`config.mk`:
```
export PLATFORM = sky130hd
export DESIGN_NAME = sr_drive_sequencer
export DESIGN_NICKNAME = d
export VERILOG_FILES = /design/src/rtl/sr_drive_sequencer.sv
export SDC_FILE = /design/constraint.sdc
export NUM_CORES = 1
export LEC_CHECK = 0
export BUFFER_PORTS_ARGS = -buffer_cell sky130_fd_sc_hd__buf_4
export CAP_MARGIN = 20
export CORE_MARGIN = 2
export CORE_UTILIZATION = 25
export CTS_BUF_LIST = sky130_fd_sc_hd__clkbuf_16
export CTS_CLUSTER_SIZE = 30
export DETAILED_ROUTE_END_ITERATION = 10
export GPL_ROUTABILITY_DRIVEN = 0
export SETUP_SLACK_MARGIN = 0.5
export SLEW_MARGIN = 25
export SYNTH_ARGS = -nofsm -noshare
export SYNTH_HDL_FRONTEND = slang
export SYNTH_SLANG_ARGS = --single-unit
```
`constraint.sdc`:
```
create_clock -name C -period 5.25 [get_ports C]
set_clock_uncertainty 0.15 [all_clocks]
set_input_delay 1.05 -clock C [delete_from_list [all_inputs] [get_ports C]]
set_output_delay 1.05 -clock C [all_outputs]
set_load 0.02 [all_outputs]
```
`src/rtl/sr_drive_sequencer.sv`:
```
// sr_drive_sequencer
//
// Drives the S/R inputs of a downstream master-slave SR flip-flop. A command
// accepted over the Req/Busy/Done handshake holds S or R high for
// PULSE_CYCLES cycles, releases both for SETTLE_CYCLES cycles, then compares
// the flip-flop's Q/Qbar feedback against the value the command should have
// produced. S and R are never high together.
//
// Parameters:
//   PULSE_CYCLES   cycles S or R is held high per command (1..255)
//   SETTLE_CYCLES  cycles with S=R=0 before feedback is checked (1..255)
//
// Ports:
//   C        clock, all state changes on the rising edge
//   Reset    asynchronous active-high reset
//   Req      command request, only looked at while idle
//   Op       command: 00 hold, 01 set, 10 reset, 11 toggle
//   Q_fb     Q from the downstream flip-flop
//   Qbar_fb  Qbar from the downstream flip-flop
//   S, R     registered set/reset drive to the flip-flop
//   Busy     high whenever a command is in progress
//   Done     one-cycle pulse when a command completes
//   Err      result of the last feedback check, held until the next accept
//   Count    number of completed commands, wraps 255 -> 0

module sr_drive_sequencer #(
  parameter int unsigned PULSE_CYCLES  = 2,
  parameter int unsigned SETTLE_CYCLES = 2
) (
  input  logic       C,
  input  logic       Reset,
  input  logic       Req,
  input  logic [1:0] Op,
  input  logic       Q_fb,
  input  logic       Qbar_fb,
  output logic       S,
  output logic       R,
  output logic       Busy,
  output logic       Done,
  output logic       Err,
  output logic [7:0] Count
);

  typedef enum logic [1:0] {
    IDLE    = 2'd0,
    DRIVE   = 2'd1,
    RELEASE = 2'd2,
    CHECK   = 2'd3
  } state_t;

  localparam logic [1:0] OP_HOLD   = 2'b00;
  localparam logic [1:0] OP_SET    = 2'b01;
  localparam logic [1:0] OP_RESET  = 2'b10;
  localparam logic [1:0] OP_TOGGLE = 2'b11;

  // Phase counters are loaded with length-1 so that a phase ends on the edge
  // where the counter already reads zero.
  localparam logic [7:0] PULSE_LOAD  = 8'(PULSE_CYCLES - 1);
  localparam logic [7:0] SETTLE_LOAD = 8'(SETTLE_CYCLES - 1);

  state_t     state;
  logic       exp_q;
  logic [7:0] phase_cnt;

  // Single-process FSM: every output is a register written alongside the
  // state, so nothing reaches an output combinationally. S and R are only
  // ever written as a complementary pair on entry to DRIVE and cleared
  // together on leaving it, which keeps S&R at 0 in every state. Feedback is
  // sampled on the edge that enters CHECK so that Err and Count are already
  // valid in the same cycle that Done is high.
  always_ff @(posedge C or posedge Reset) begin
    if (Reset) begin
      state     <= IDLE;
      S         <= 1'b0;
      R         <= 1'b0;
      Busy      <= 1'b0;
      Done      <= 1'b0;
      Err       <= 1'b0;
      Count     <= 8'd0;
      exp_q     <= 1'b0;
      phase_cnt <= 8'd0;
    end else begin
      Done <= 1'b0;
      case (state)
        IDLE: begin
          if (Req) begin
            Busy <= 1'b1;
            Err  <= 1'b0;
            case (Op)
              OP_SET: begin
                exp_q     <= 1'b1;
                S         <= 1'b1;
                R         <= 1'b0;
                phase_cnt <= PULSE_LOAD;
                state     <= DRIVE;
              end
              OP_RESET: begin
                exp_q     <= 1'b0;
                S         <= 1'b0;
                R         <= 1'b1;
                phase_cnt <= PULSE_LOAD;
                state     <= DRIVE;
              end
              OP_TOGGLE: begin
                // Toggle resolves to a plain set or reset from current Q.
                exp_q     <= ~Q_fb;
                S         <= ~Q_fb;
                R         <= Q_fb;
                phase_cnt <= PULSE_LOAD;
                state     <= DRIVE;
              end
              default: begin
                // Hold skips the drive phase entirely.
                exp_q     <= Q_fb;
                S         <= 1'b0;
                R         <= 1'b0;
                phase_cnt <= SETTLE_LOAD;
                state     <= RELEASE;
              end
            endcase
          end
        end
        DRIVE: begin
          if (phase_cnt == 8'd0) begin
            S         <= 1'b0;
            R         <= 1'b0;
            phase_cnt <= SETTLE_LOAD;
            state     <= RELEASE;
          end else begin
            phase_cnt <= phase_cnt - 8'd1;
          end
        end
        RELEASE: begin
          if (phase_cnt == 8'd0) begin
            Done  <= 1'b1;
            Err   <= (Q_fb != exp_q) || (Qbar_fb == Q_fb);
            Count <= Count + 8'd1;
            state <= CHECK;
          end else begin
            phase_cnt <= phase_cnt - 8'd1;
          end
        end
        CHECK: begin
          Busy  <= 1'b0;
          state <= IDLE;
        end
        default: begin
          S     <= 1'b0;
          R     <= 1'b0;
          Busy  <= 1'b0;
          state <= IDLE;
        end
      endcase
    end
  end

endmodule

```
## Word-level counts from Yosys, hierarchy flattened

Cells that the tools add are included.

| storage, ports and cells | value |
|---|---|
| logic and storage cells | 63 |
| input bits | 7 |
| memories | 0 |
| latch bits | 0 |
| register bits | 24 |
| RAM bits | 0 |
| output and inout bits | 13 |
| ROM bits | 0 |

| cells by class | value |
|---|---|
| shifts and indexed selects | 0 |
| mux-type cells | 24 |
| multipliers | 0 |
| eq/ne operators | 12 |
| div/mod/pow operators | 0 |
| add/sub/neg operators | 2 |
| reductions and logical operators | 15 |
| bitwise operators | 1 |
| magnitude comparators | 0 |

Operators with widths:

| kind | number |
|---|---|
| 8-bit 2-to-1 mux | 3 |
| 8-bit one-hot mux with 3 select lines | 1 |
| 1-bit one-hot mux with 2 select lines | 6 |
| 3-bit AND reduction | 4 |
| 8-bit by 1-bit adder with 8-bit output (second input constant) | 1 |
| 2-bit equality test (second input constant) | 4 |
| 8-bit logical NOT | 1 |
| 1-bit 2-to-1 mux | 8 |
| 2-bit 2-to-1 mux | 4 |
| 2-bit inequality test (second input constant) | 4 |
| 2-bit one-hot mux with 4 select lines | 1 |
| 8-bit by 1-bit subtractor with 8-bit output (second input constant) | 1 |
| 2-bit AND reduction | 3 |
| 2-bit nonzero test | 3 |
| 2-bit by 1-bit equality test with 1-bit output (second input constant) | 2 |
| 1-bit one-hot mux with 3 select lines | 1 |
| 3-bit nonzero test | 1 |
| 3-bit OR reduction | 1 |
| 2-bit logical NOT | 1 |
| 1-bit equality test | 1 |
| 1-bit logical OR | 1 |
| 1-bit inequality test | 1 |
| 1-bit NOT | 1 |

## Longest topological paths before layout

Gate-level depths: netlist of run 1.

| depth | value |
|---|---|
| depth in word-level cells | 5 |
| gate-level depth with buffers | 8 |
| gate-level depth less buffers | 7 |

## Least setup slack after synthesis of run 1

No wires, ideal clock.

| timing path | value |
|---|---|
| path kind | input to register |
| start | input port Req |
| end | register phase_cnt[6] |
| path buffers | 1 |
| arrival | 1839 ps |
| stages | 5 |
| setup time | 101 ps |
| slack | 3161 ps |
| data required time | 4999 ps |
| path through | nor2b_1 -> buf_2 -> nor3b_4 -> nand2_2 -> o32ai_1 |

| between the ends | value |
|---|---|
| word-level cells in the longest chain between the ends | 2 |

Ends and longest elaborated chain:

| item | line | text |
|---|---|---|
| start: declaration | 32 | `input logic Req,` |
| 2-bit inequality test (no source line) | -- |  |
| 3-bit AND reduction (no source line) | -- |  |
| end signal: assignment | 130 | `phase_cnt <= phase_cnt - 8'd1;` |
| end signal: assignment | 140 | `phase_cnt <= phase_cnt - 8'd1;` |
| end: declaration | 63 | `logic [7:0] phase_cnt;` |

Every way passes these cells.
A chain may end at the register's enable or synchronous reset.

## Worst setup path in the final report of run 1

| timing path | value |
|---|---|
| start | register phase_cnt[0] |
| end | register state[0] |

| between the ends | value |
|---|---|
| word-level cells in the longest chain between the ends | 3 |
| elaborated cells between the ends (all ways) | 4 |
| classes of those cells | eq/ne: 2; reduce/logical: 2 |

Ends and longest elaborated chain:

| item | line | text |
|---|---|---|
| 8-bit logical NOT * | 124, 134 |  |
| 2-bit inequality test (no source line) | -- |  |
| 3-bit AND reduction (no source line) * | -- |  |
| end signal: assignment | 128 | `state <= RELEASE;` |
| end signal: assignment | 138 | `state <= CHECK;` |
| end signal: assignment | 145 | `state <= IDLE;` |
| end: declaration | 61 | `state_t state;` |

Every way passes the cells marked *; elsewhere a longest branch is shown, timed or not.

==> results.cfg, run 1 <==
[setup_path]
rrSetupSlack_ns = 3.14
end_kind = flop
cpPeakStageDelay_ns = 0.43
cp.buffers_inverters = 1
crit_path_start_kind = flop
crit_chain = inv_1 > ha_1 > nor3b_2 > a21oi_2 > nor2_2 > mux2_2
critical_path_required_ns = 5.24
reg2reg_depth = 6
reg2reg_from = phase_cnt[0]
cp_top_family = simple AND/OR/NAND/NOR gates
r2r-end = state[0]
arrival_ns = 2.11
cp_max_fo = 10
critical_path.slowest_cell = dfrtp_1
critical_path_class = flop to flop

[timing]
worst_slew_pin_slew_ns = 0.9067
tns_ns = 0
finalCritPeriodShare = 0.4025
rsz0062_at_grt = false
hold_slack_ns = 0.3177
hold_violations = 0
fmax_ghz = 0.4732
max-slew-margin-rel = 0.3949
finalMaxSlewViolations = 0
fin_crit_ns = 2.113
setup_viol = 0

[clock_network]
ctsLongestPathBuffers = 2
hold_buffers = 0
path_clk_slew_ns = 0.06
cts_made_buffers = 3
clkSinkCount = 24
clockRootBuffer = clkbuf_16
ctsResizeCount = 0
cts_setup_buffers = 0
cts_tree = built
clock_latency_ns = 0.26
h-tree-depth = 1

[run]
max_cap_violations = 0

[drt]
dr.first_iter.drc_count = 72
via_per_inst = 4.638
detail-route-antenna-nets = 0
route.detailed.drc = 0
wl_per_cell_um = 12.12
vias = 1039
wl_mm = 2.714
first_pass_iters = 4

[global_route]
grt_pass1_wl_mm = 4.740
antenna_found_initial = 0
grt_max_degree = 25
overflow = 0
track_usage = 0.09728
grt_pass1_vias = 1000

[cells_and_area]
antennaDiodeCount = 0
fillers = 542
postLayoutCellArea_sq_um = 1665
post_route_cells_drive_above_1_share = 0.2208
finalNetCount = 168
area_delta_synth_final_pct = 23.70

[floorplanning]
die_area_sq_um = 5988
fp-row-count = 26
die_h_um = 77.39
die_w_um = 77.39
ioPinCount = 20
start_util = 0.2619
core_sq_um = 5140

[pwr]
p_per_area_nw_per_um2 = 637.9
irDropWorstVdd_uv = 163.7
leakage_nw = 0.7710

[logic_synthesis]
synth-adder-area-share = 0.05576
ys_ff_latch = 24
synth-compound-area-share = 0.1561
yosys_warnings = 0
synth_top_family_by_area = simple AND/OR/NAND/NOR gates
synth-edff-count = 0
synthXorXnorAreaFrac = 0.04554
ys.flop_type = dfrtp_1
yosys.area_share.simple = 0.2305
synth.distinct_cells = 42
synthArstFlopShare = 1.000
syn_area_per_cell_sq_um = 10.12
muxShareOfSynthArea = 0.02323
syn_nets = 146
synth_area_sq_um = 1346
yosysSeqAreaShare = 0.4461
synth_cells = 133

[run_status]
status = complete, no violations

[worst_hold_path]
min_to = Count[7]
whs_path_depth = 1
min_path_type = flop to flop
hp-start = Count[7]

[placed_design]
dp_hpwl_mm = 1.979
dpl_cell_area_sq_um = 1560
port_buffers = 19
where the power goes:
group | switching, mW | leakage, nW | internal [mW]
logic | 0.301 | 0.406 | 0.217
registers | 0.0771 | 0.314 | 0.251
clock network | 0.0649 | 0.0511 | 0.151
through the flow:
step / instances / setup WS (ns) / utilization / power (mW)
2_1_floorplan: 133 / 3.161 / - / 0.7176
3_3_place_gp: 220 / 2.954 / 0.3036 / 0.8419
4_1_cts: 224 / 3.144 / 0.3240 / 1.072
5_1_grt: 224 / 2.958 / 0.3240 / 1.151
3_5_place_dp: 220 / 2.918 / 0.3036 / 0.8495
6_report: 224 / 3.137 / 0.3240 / 1.062
synthesized netlist by cell type (all sizes together), types with 2 or more instances:
cell type / count / area (sq um)
nor2b: 3 / 18.77
inv: 11 / 41.29
nand2: 15 / 58.81
o21ai: 9 / 45.04
a31oi: 5 / 31.28
nand4: 3 / 18.77
ha: 6 / 75.07
nand3: 7 / 47.55
xor2: 2 / 17.52
nor3: 3 / 15.01
o211ai: 2 / 15.01
a21o: 2 / 15.01
nor2: 5 / 21.27
xnor2: 5 / 43.79
o2bb2ai: 2 / 17.52
buf: 2 / 16.26
nor3b: 2 / 31.28
mux2i: 2 / 20.02
dfrtp: 24 / 600.6
or3: 2 / 13.77
nor4: 2 / 42.54
a21oi: 6 / 33.78
registers in the layout, indices dropped and copies added, names as in the netlist:
register and cells:
Done 1, Err 1, R 1, state 2, exp_q 1, S 1
Count 8, phase_cnt 8, Busy 1
routing by layer:
layer | share of wire | up-vias | global-route usage
met5 | 0 | - | 0
met4 | 0.0037 | 0 | 0.03214
met3 | 0.037 | 2 | 0.02558
met2 | 0.47 | 15 | 0.1539
met1 | 0.49 | 500 | 0.1292
li1 | - | 522 | -
how the worst max path moves through the flow:
stage / start / endpoint / slack, ns / cells past startpoint
after floorplan: Req / phase_cnt[6] / 3.16 / 5
after global placement: Req / phase_cnt[6] / 2.95 / 5
after detailed placement: Req / phase_cnt[6] / 2.92 / 5
after CTS: phase_cnt[0] / state[0] / 3.14 / 6
after global routing: state[1] / phase_cnt[4] / 2.96 / 6
final: phase_cnt[0] / state[0] / 3.14 / 6
cell usage in the layout, fill, tap and decap left out, types with 2 or more instances in the layout:
cell type  synthesis  routed
dfrtp_1           24      24
buf_4              0      19
nand2_1           14      14
inv_1             11      11
o21ai_0            9       9
nand3_1            6       6
ha_1               6       6
a21oi_1            5       5
a31oi_1            5       5
xnor2_1            5       5
nor2_1             4       4
nor2b_1            3       3
nor3_1             3       3
nand4_1            3       3
clkbuf_16          0       3
nor4_4             2       2
a21o_1             2       2
o2bb2ai_1          2       2
o211ai_1           2       2
xor2_1             2       2
mux2i_1            2       2
area by class of cell:
| type | count | area, sq um | area share |
|---|---|---|---|
| well taps | 70 | 87.58 | 0.05259 |
| inverters | 11 | 41.29 | 0.02479 |
| flip-flops and latches | 24 | 600.6 | 0.3606 |
| repair buffers | 19 | 142.6 | 0.08565 |
| multi-input cells | 96 | 688.2 | 0.4132 |
| clock inverters | 1 | 30.03 | 0.01803 |
| clock buffers | 3 | 75.07 | 0.04508 |
cells by family (layout without fill, tap and decap cells):
group / after synthesis / after routing
AO/OA/AOI/OAI: 32 / 32
XOR/XNOR: 7 / 7
adder cells (fa/ha/maj): 6 / 6
buffers and inverters: 13 / 34
flip-flops: 24 / 24
multiplexers: 3 / 3
AND/OR/NAND/NOR: 48 / 48
No activity file was read; power rests on OpenSTA's default activity.
==> inputs of run 2 (changes only) <==
==> constraint.sdc (replaced) <==
create_clock -name C -period 1.96 [get_ports C]
set_clock_uncertainty 0.15 [all_clocks]
set_input_delay 0.392 -clock C [delete_from_list [all_inputs] [get_ports C]]
set_output_delay 0.392 -clock C [all_outputs]
set_load 0.02 [all_outputs]
==> results.cfg, run 2 (same netlist as run 1, synthesis figures left out) <==
[setup_path]
arrival_ns = 1.81
r2r-end = phase_cnt[6]
reg2reg_depth = 6
critical_path.slowest_cell = dfrtp_1
crit_chain = inv_2 > ha_4 > or3b_4 > or3_1 > a31oi_1 > o32ai_1
cp.buffers_inverters = 1
reg2reg_from = phase_cnt[1]
rrSetupSlack_ns = 0.14
cp_top_family = simple AND/OR/NAND/NOR gates
end_kind = flop
cp_max_fo = 4
critical_path_class = flop to flop
crit_path_start_kind = flop
critical_path_required_ns = 1.95
cpPeakStageDelay_ns = 0.39

[timing]
tns_ns = 0
hold_slack_ns = 0.02867
rsz0062_at_grt = true
worst_slew_pin_slew_ns = 0.3051
max-slew-margin-rel = 0.7966
finalMaxSlewViolations = 0
finalCritPeriodShare = 0.9302
fmax_ghz = 0.5485
fin_crit_ns = 1.823
hold_violations = 0
fin_ws_ns = 0.1367
setup_viol = 0

[run_status]
status = complete, no violations

[cells_and_area]
fillers = 527
post_route_cells_drive_above_1_share = 0.4749
antennaDiodeCount = 0
area_delta_synth_final_pct = 50.28
top_regs = Count: 8 flops, phase_cnt: 8 flops, state: 2 flops
final_cell_mix = buf_4, dfrtp_1, nand2_1, buf_6
seqCellArea_sq_um = 601.8
finalNetCount = 193
layout_commonest_cell = buf_4
fin_cells = 249
multi_input_area_sq_um = 844.6

[floorplanning]
fp-row-count = 26
die_area_sq_um = 5988
ioPinCount = 20
core_sq_um = 5140
start_util = 0.2619
die_h_um = 77.39
die_w_um = 77.39

[global_route]
grt_max_degree = 25
grt_pass1_vias = 1126
track_usage = 0.1101
grt_pass1_wl_mm = 5.375
antenna_found_initial = 0
overflow = 0

[clock_network]
hold_buffers = 0
cts_tree = built
clock_latency_ns = 0.26
h-tree-depth = 1
ctsLongestPathBuffers = 2
cts_made_buffers = 3
clockRootBuffer = clkbuf_16
path_clk_slew_ns = 0.06
clkSinkCount = 24

[drt]
detail-route-antenna-nets = 0
via_per_inst = 4.614
first_pass_iters = 4
dr.first_iter.drc_count = 45
wl_mm = 3.232
vias = 1149
route.detailed.drc = 0
wl_per_cell_um = 12.98

[placed_design]
port_buffers = 19
dp_cells = 228
post-place-ws_ns = 0.08671
dp_hpwl_mm = 2.072

[pwr]
leakage_nw = 0.9588
irDropWorstVdd_uv = 764.5
p_per_area_nw_per_um2 = 1854

[worst_hold_path]
min_path_type = primary input to async pin

[run]
max_cap_violations = 0
run 2: tightest hold or removal path: stages:
cell and delay [ns]:
buf_4 0.10, inv_1 0.04, buf_4 0.29
run 2: worst max path at each step:
| stage | startpoint | to | slack, ns | depth (start not counted) |
|---|---|---|---|---|
| detailed placement | phase_cnt[1] | phase_cnt[6] | 0.09 | 6 |
| CTS | phase_cnt[0] | phase_cnt[6] | 0.15 | 6 |
| global route | phase_cnt[1] | phase_cnt[6] | 0.02 | 6 |
| finish | phase_cnt[1] | phase_cnt[6] | 0.14 | 6 |
| global placement | phase_cnt[1] | state[0] | 0.12 | 6 |
| floorplan | state[0] | phase_cnt[6] | 0.11 | 8 |
run 2: area by class of cell:
cell class / instances / area share
multi-input cells: 96 / 0.4174
clock buffers: 3 / 0.03711
inverters: 11 / 0.02288
flip-flops and latches: 24 / 0.2975
well taps: 70 / 0.04329
clock inverters: 1 / 0.001855
repair buffers: 44 / 0.1800
run 2: repair_timing:
item / CTS / global route
pin swaps: 9 / 12
resized for setup: 16 / 30
buffers inserted: 6 / 10
endpoints found under the setup margin: 23 / 26
gates cloned: 1 / 0
run 2: routing by layer:
metal / global-route usage / vias to the layer above / wire [um]
met2: 0.1774 / 19 / 1607
met1: 0.1504 / 553 / 1475
met5: 0 / - / 0
met4: 0.03929 / 0 / 42
met3: 0.01628 / 5 / 106
li1: - / 572 / -
run 2: metrics by stage:
step / utilization / area, sq um / power, mW
6_report: 0.3936 / 2023 / 3.752
3_3_place_gp: 0.3208 / 1649 / 2.445
2_1_floorplan: - / 1378 / 1.999
5_1_grt: 0.3936 / 2023 / 4.027
3_5_place_dp: 0.3208 / 1649 / 2.461
4_1_cts: 0.3559 / 1829 / 3.224
run 2: report_power, final:
part | switching, mW | total [mW] | internal (mW)
sequential | 0.211 | 0.885 | 0.674
combinational | 1.19 | 2.42 | 1.23
clock | 0.178 | 0.451 | 0.273
==> inputs of run 3 (changes only) <==
--- a/config.mk
+++ b/config.mk
@@ -5,10 +5,11 @@
 export SDC_FILE = /design/constraint.sdc
 export NUM_CORES = 1
 export LEC_CHECK = 0
+export ABC_AREA = 1
 export BUFFER_PORTS_ARGS = -buffer_cell sky130_fd_sc_hd__buf_4
 export CAP_MARGIN = 20
 export CORE_MARGIN = 2
-export CORE_UTILIZATION = 25
+export CORE_UTILIZATION = 30
 export CTS_BUF_LIST = sky130_fd_sc_hd__clkbuf_16
 export CTS_CLUSTER_SIZE = 30
 export DETAILED_ROUTE_END_ITERATION = 10
==> results.cfg, run 3 <==
[setup_path]
cp-endpoint = phase_cnt[1]
crit_chain = inv_2 > ha_4 > inv_4 > nor2_4 > nor2_4 > nand2_2 > nor2_4 > inv_4 > o21ai_2
crit_path_start_kind = flop
reg2reg_from = state[1]
cp_num_cells = 9
critPathLaunch = state[1]
cpPeakStageDelay_ns = 0.39
arrival_ns = 1.59
critical_path.slowest_cell = dfrtp_1
cp_max_fo = 5
critical_path_class = flop to flop
cpMostUsedCell = nor2_4
rrSetupSlack_ns = 0.41
cp_top_family = simple AND/OR/NAND/NOR gates
critical_path_required_ns = 2.00
cp.buffers_inverters = 3
r2r-end = phase_cnt[1]
reg2reg_depth = 9
end_kind = flop

[cells_and_area]
finalNetCount = 239
layout_commonest_cell = nand2_1
final_cell_mix = nand2_1, buf_4, dfrtp_1, inv_1, nand3_1
fin_cells = 278
fillers = 438
post_route_cells_drive_above_1_share = 0.3214
fin_util = 0.4220
top_regs = Count: 8 flops, phase_cnt: 8 flops, state: 2 flops
area_delta_synth_final_pct = 37.89
antennaDiodeCount = 0

[logic_synthesis]
yosys.area_share.simple = 0.2991
ys_top_cells_by_area = dfrtp_1, nand2_1, inv_1, ha_1, nand3_1
yosysTopAreaCellShare = 0.4211
synthXorXnorAreaFrac = 0.03684
yosys-top-cells-count = nand2_1, inv_1, dfrtp_1
syn_area_per_cell_sq_um = 7.507
ys.flop_type = dfrtp_1
yosys_warnings = 0
syn_nets = 203
synth_area_sq_um = 1426
muxShareOfSynthArea = 0
synth-compound-area-share = 0.09474
ys_ff_latch = 24
synthArstFlopShare = 1.000
synth_cells = 190
synth-edff-count = 0
synth-adder-area-share = 0.05263
yosysMostFrequentCell = nand2_1
synth_top_family_by_area = simple AND/OR/NAND/NOR gates
synth.distinct_cells = 24
yosysSeqAreaShare = 0.4211
synth_largest_area_cell = dfrtp_1

[drt]
dr.max_layer_used = met4
wl_mm = 3.206
detail-route-antenna-nets = 0
wl_per_cell_um = 11.53
via_per_inst = 4.586
vias = 1275
met1_length_mm = 1.563
dr_wl_met2_mm = 1.544
route.detailed.drc = 0
first_pass_iters = 5
dr.first_iter.drc_count = 66
met3_length_um = 86

[timing]
finalMaxSlewViolations = 0
hold_violations = 0
worst_slew_pin_slew_ns = 0.3218
rsz0062_at_grt = true
fmax_ghz = 0.6446
max-slew-margin-rel = 0.7854
fin_crit_ns = 1.551
tns_ns = 0
hold_slack_ns = 0.03857
finalCritPeriodShare = 0.7915
setup_viol = 0

[global_route]
antenna_found_initial = 0
grt_pass1_wl_mm = 5.637
grt_max_degree = 25
grt_pass1_vias = 1302
overflow = 0
track_usage = 0.1343

[worst_hold_path]
min_path_type = primary input to async pin

[clock_network]
ctsLongestPathBuffers = 2
cts_made_buffers = 3
clkSinkCount = 24
clock_latency_ns = 0.25
h-tree-depth = 1
path_clk_slew_ns = 0.06
clockRootBuffer = clkbuf_16
cts_tree = built

[floorplanning]
die_w_um = 72.96
die_h_um = 72.96
ioPinCount = 20
core_sq_um = 4661
fp-row-count = 25
start_util = 0.3060
die_area_sq_um = 5322

[run]
max_cap_violations = 0

[placed_design]
port_buffers = 19
dp_cells = 263
dp_hpwl_mm = 2.099

[pwr]
leakage_nw = 1.010
irDropWorstVdd_uv = 709.1
p_per_area_nw_per_um2 = 1820

[run_status]
status = complete, no violations
run 3: cell count changes in the layout (fill, tap and decap cells not counted), moves of 4 or more:
| cell | delta |
|---|---|
| inv_1 | +17 |
| o21ai_0 | +5 |
| buf_4 | -9 |
| a21oi_1 | -4 |
| buf_6 | -6 |
| nand2_1 | +46 |
| a31oi_1 | -4 |
| nor2_4 | +5 |
| nand3_1 | +8 |
| nor2_1 | +4 |
run 3: how the worst min path moves through the flow:
stage               start            to  slack [ns]
floorplan           Reset          Busy        0.26
global placement        S             S        0.31
detailed placement      S             S        0.31
CTS                 Reset      Count[1]        0.05
global route        Reset      Count[1]        0.07
finish              Reset  phase_cnt[3]        0.04
run 3: worst reg2reg max path, delay by kind of cell, from the launching register on:
kind | cells | cell delay [ns]
AND/OR/NAND/NOR | 4 | 0.43
flip-flops | 1 | 0.39
buffers and inverters | 3 | 0.22
adder cells (fa/ha/maj) | 1 | 0.19
AO/OA/AOI/OAI | 1 | 0.11
run 3: kinds of logic after synthesis:
family,Yosys count
adders and majority gates,6
AOI/OAI and AO/OA,25
and+or+nand+nor,95
DFF,24
xor gates and xnor gates,6
buffers and inverters,34
run 3: power breakdown:
group | switching (mW) | total [mW] | leakage (nW) | internal (mW)
combinational | 1.30 | 2.27 | 0.657 | 0.980
sequential | 0.186 | 0.869 | 0.316 | 0.683
clock | 0.165 | 0.435 | 0.0370 | 0.270
total | 1.65 | 3.58 | 1.01 | 1.93
run 3: area by class of cell:
class / count / area (sq um) / share of cell area
multi-input combinational: 133 / 834.6 / 0.4243
sequential: 24 / 601.8 / 0.3060
timing repair buffer: 30 / 249.0 / 0.1266
inverter: 33 / 133.9 / 0.06807
clock buffer: 3 / 75.07 / 0.03817
tap: 54 / 67.56 / 0.03435
timing repair inverter: 1 / 5.005 / 0.002545
run 3: layer usage:
| layer | vias to the layer above | global-route usage |
|---|---|---|
| met5 | - | 0 |
| met4 | 0 | 0.03704 |
| met3 | 2 | 0.02624 |
| met2 | 15 | 0.2343 |
| met1 | 583 | 0.1685 |
| li1 | 675 | - |
run 3: through the flow:
stage	area, sq um	total power [mW]	worst slack [ns]
after detailed placement	1655	2.459	0.2057
after floorplan	1449	2.077	0.4530
after global routing	1967	3.876	0.3253
final	1967	3.579	0.4087
after CTS	1931	3.416	0.4730
after global placement	1655	2.444	0.2092
run 3: repair_timing:
action	in CTS	in global routing
buffers inserted	10	0
setup endpoints to repair	19	22
hold buffers	0	0
gates resized for setup	27	12
pin swaps	10	7
cloned	2	0
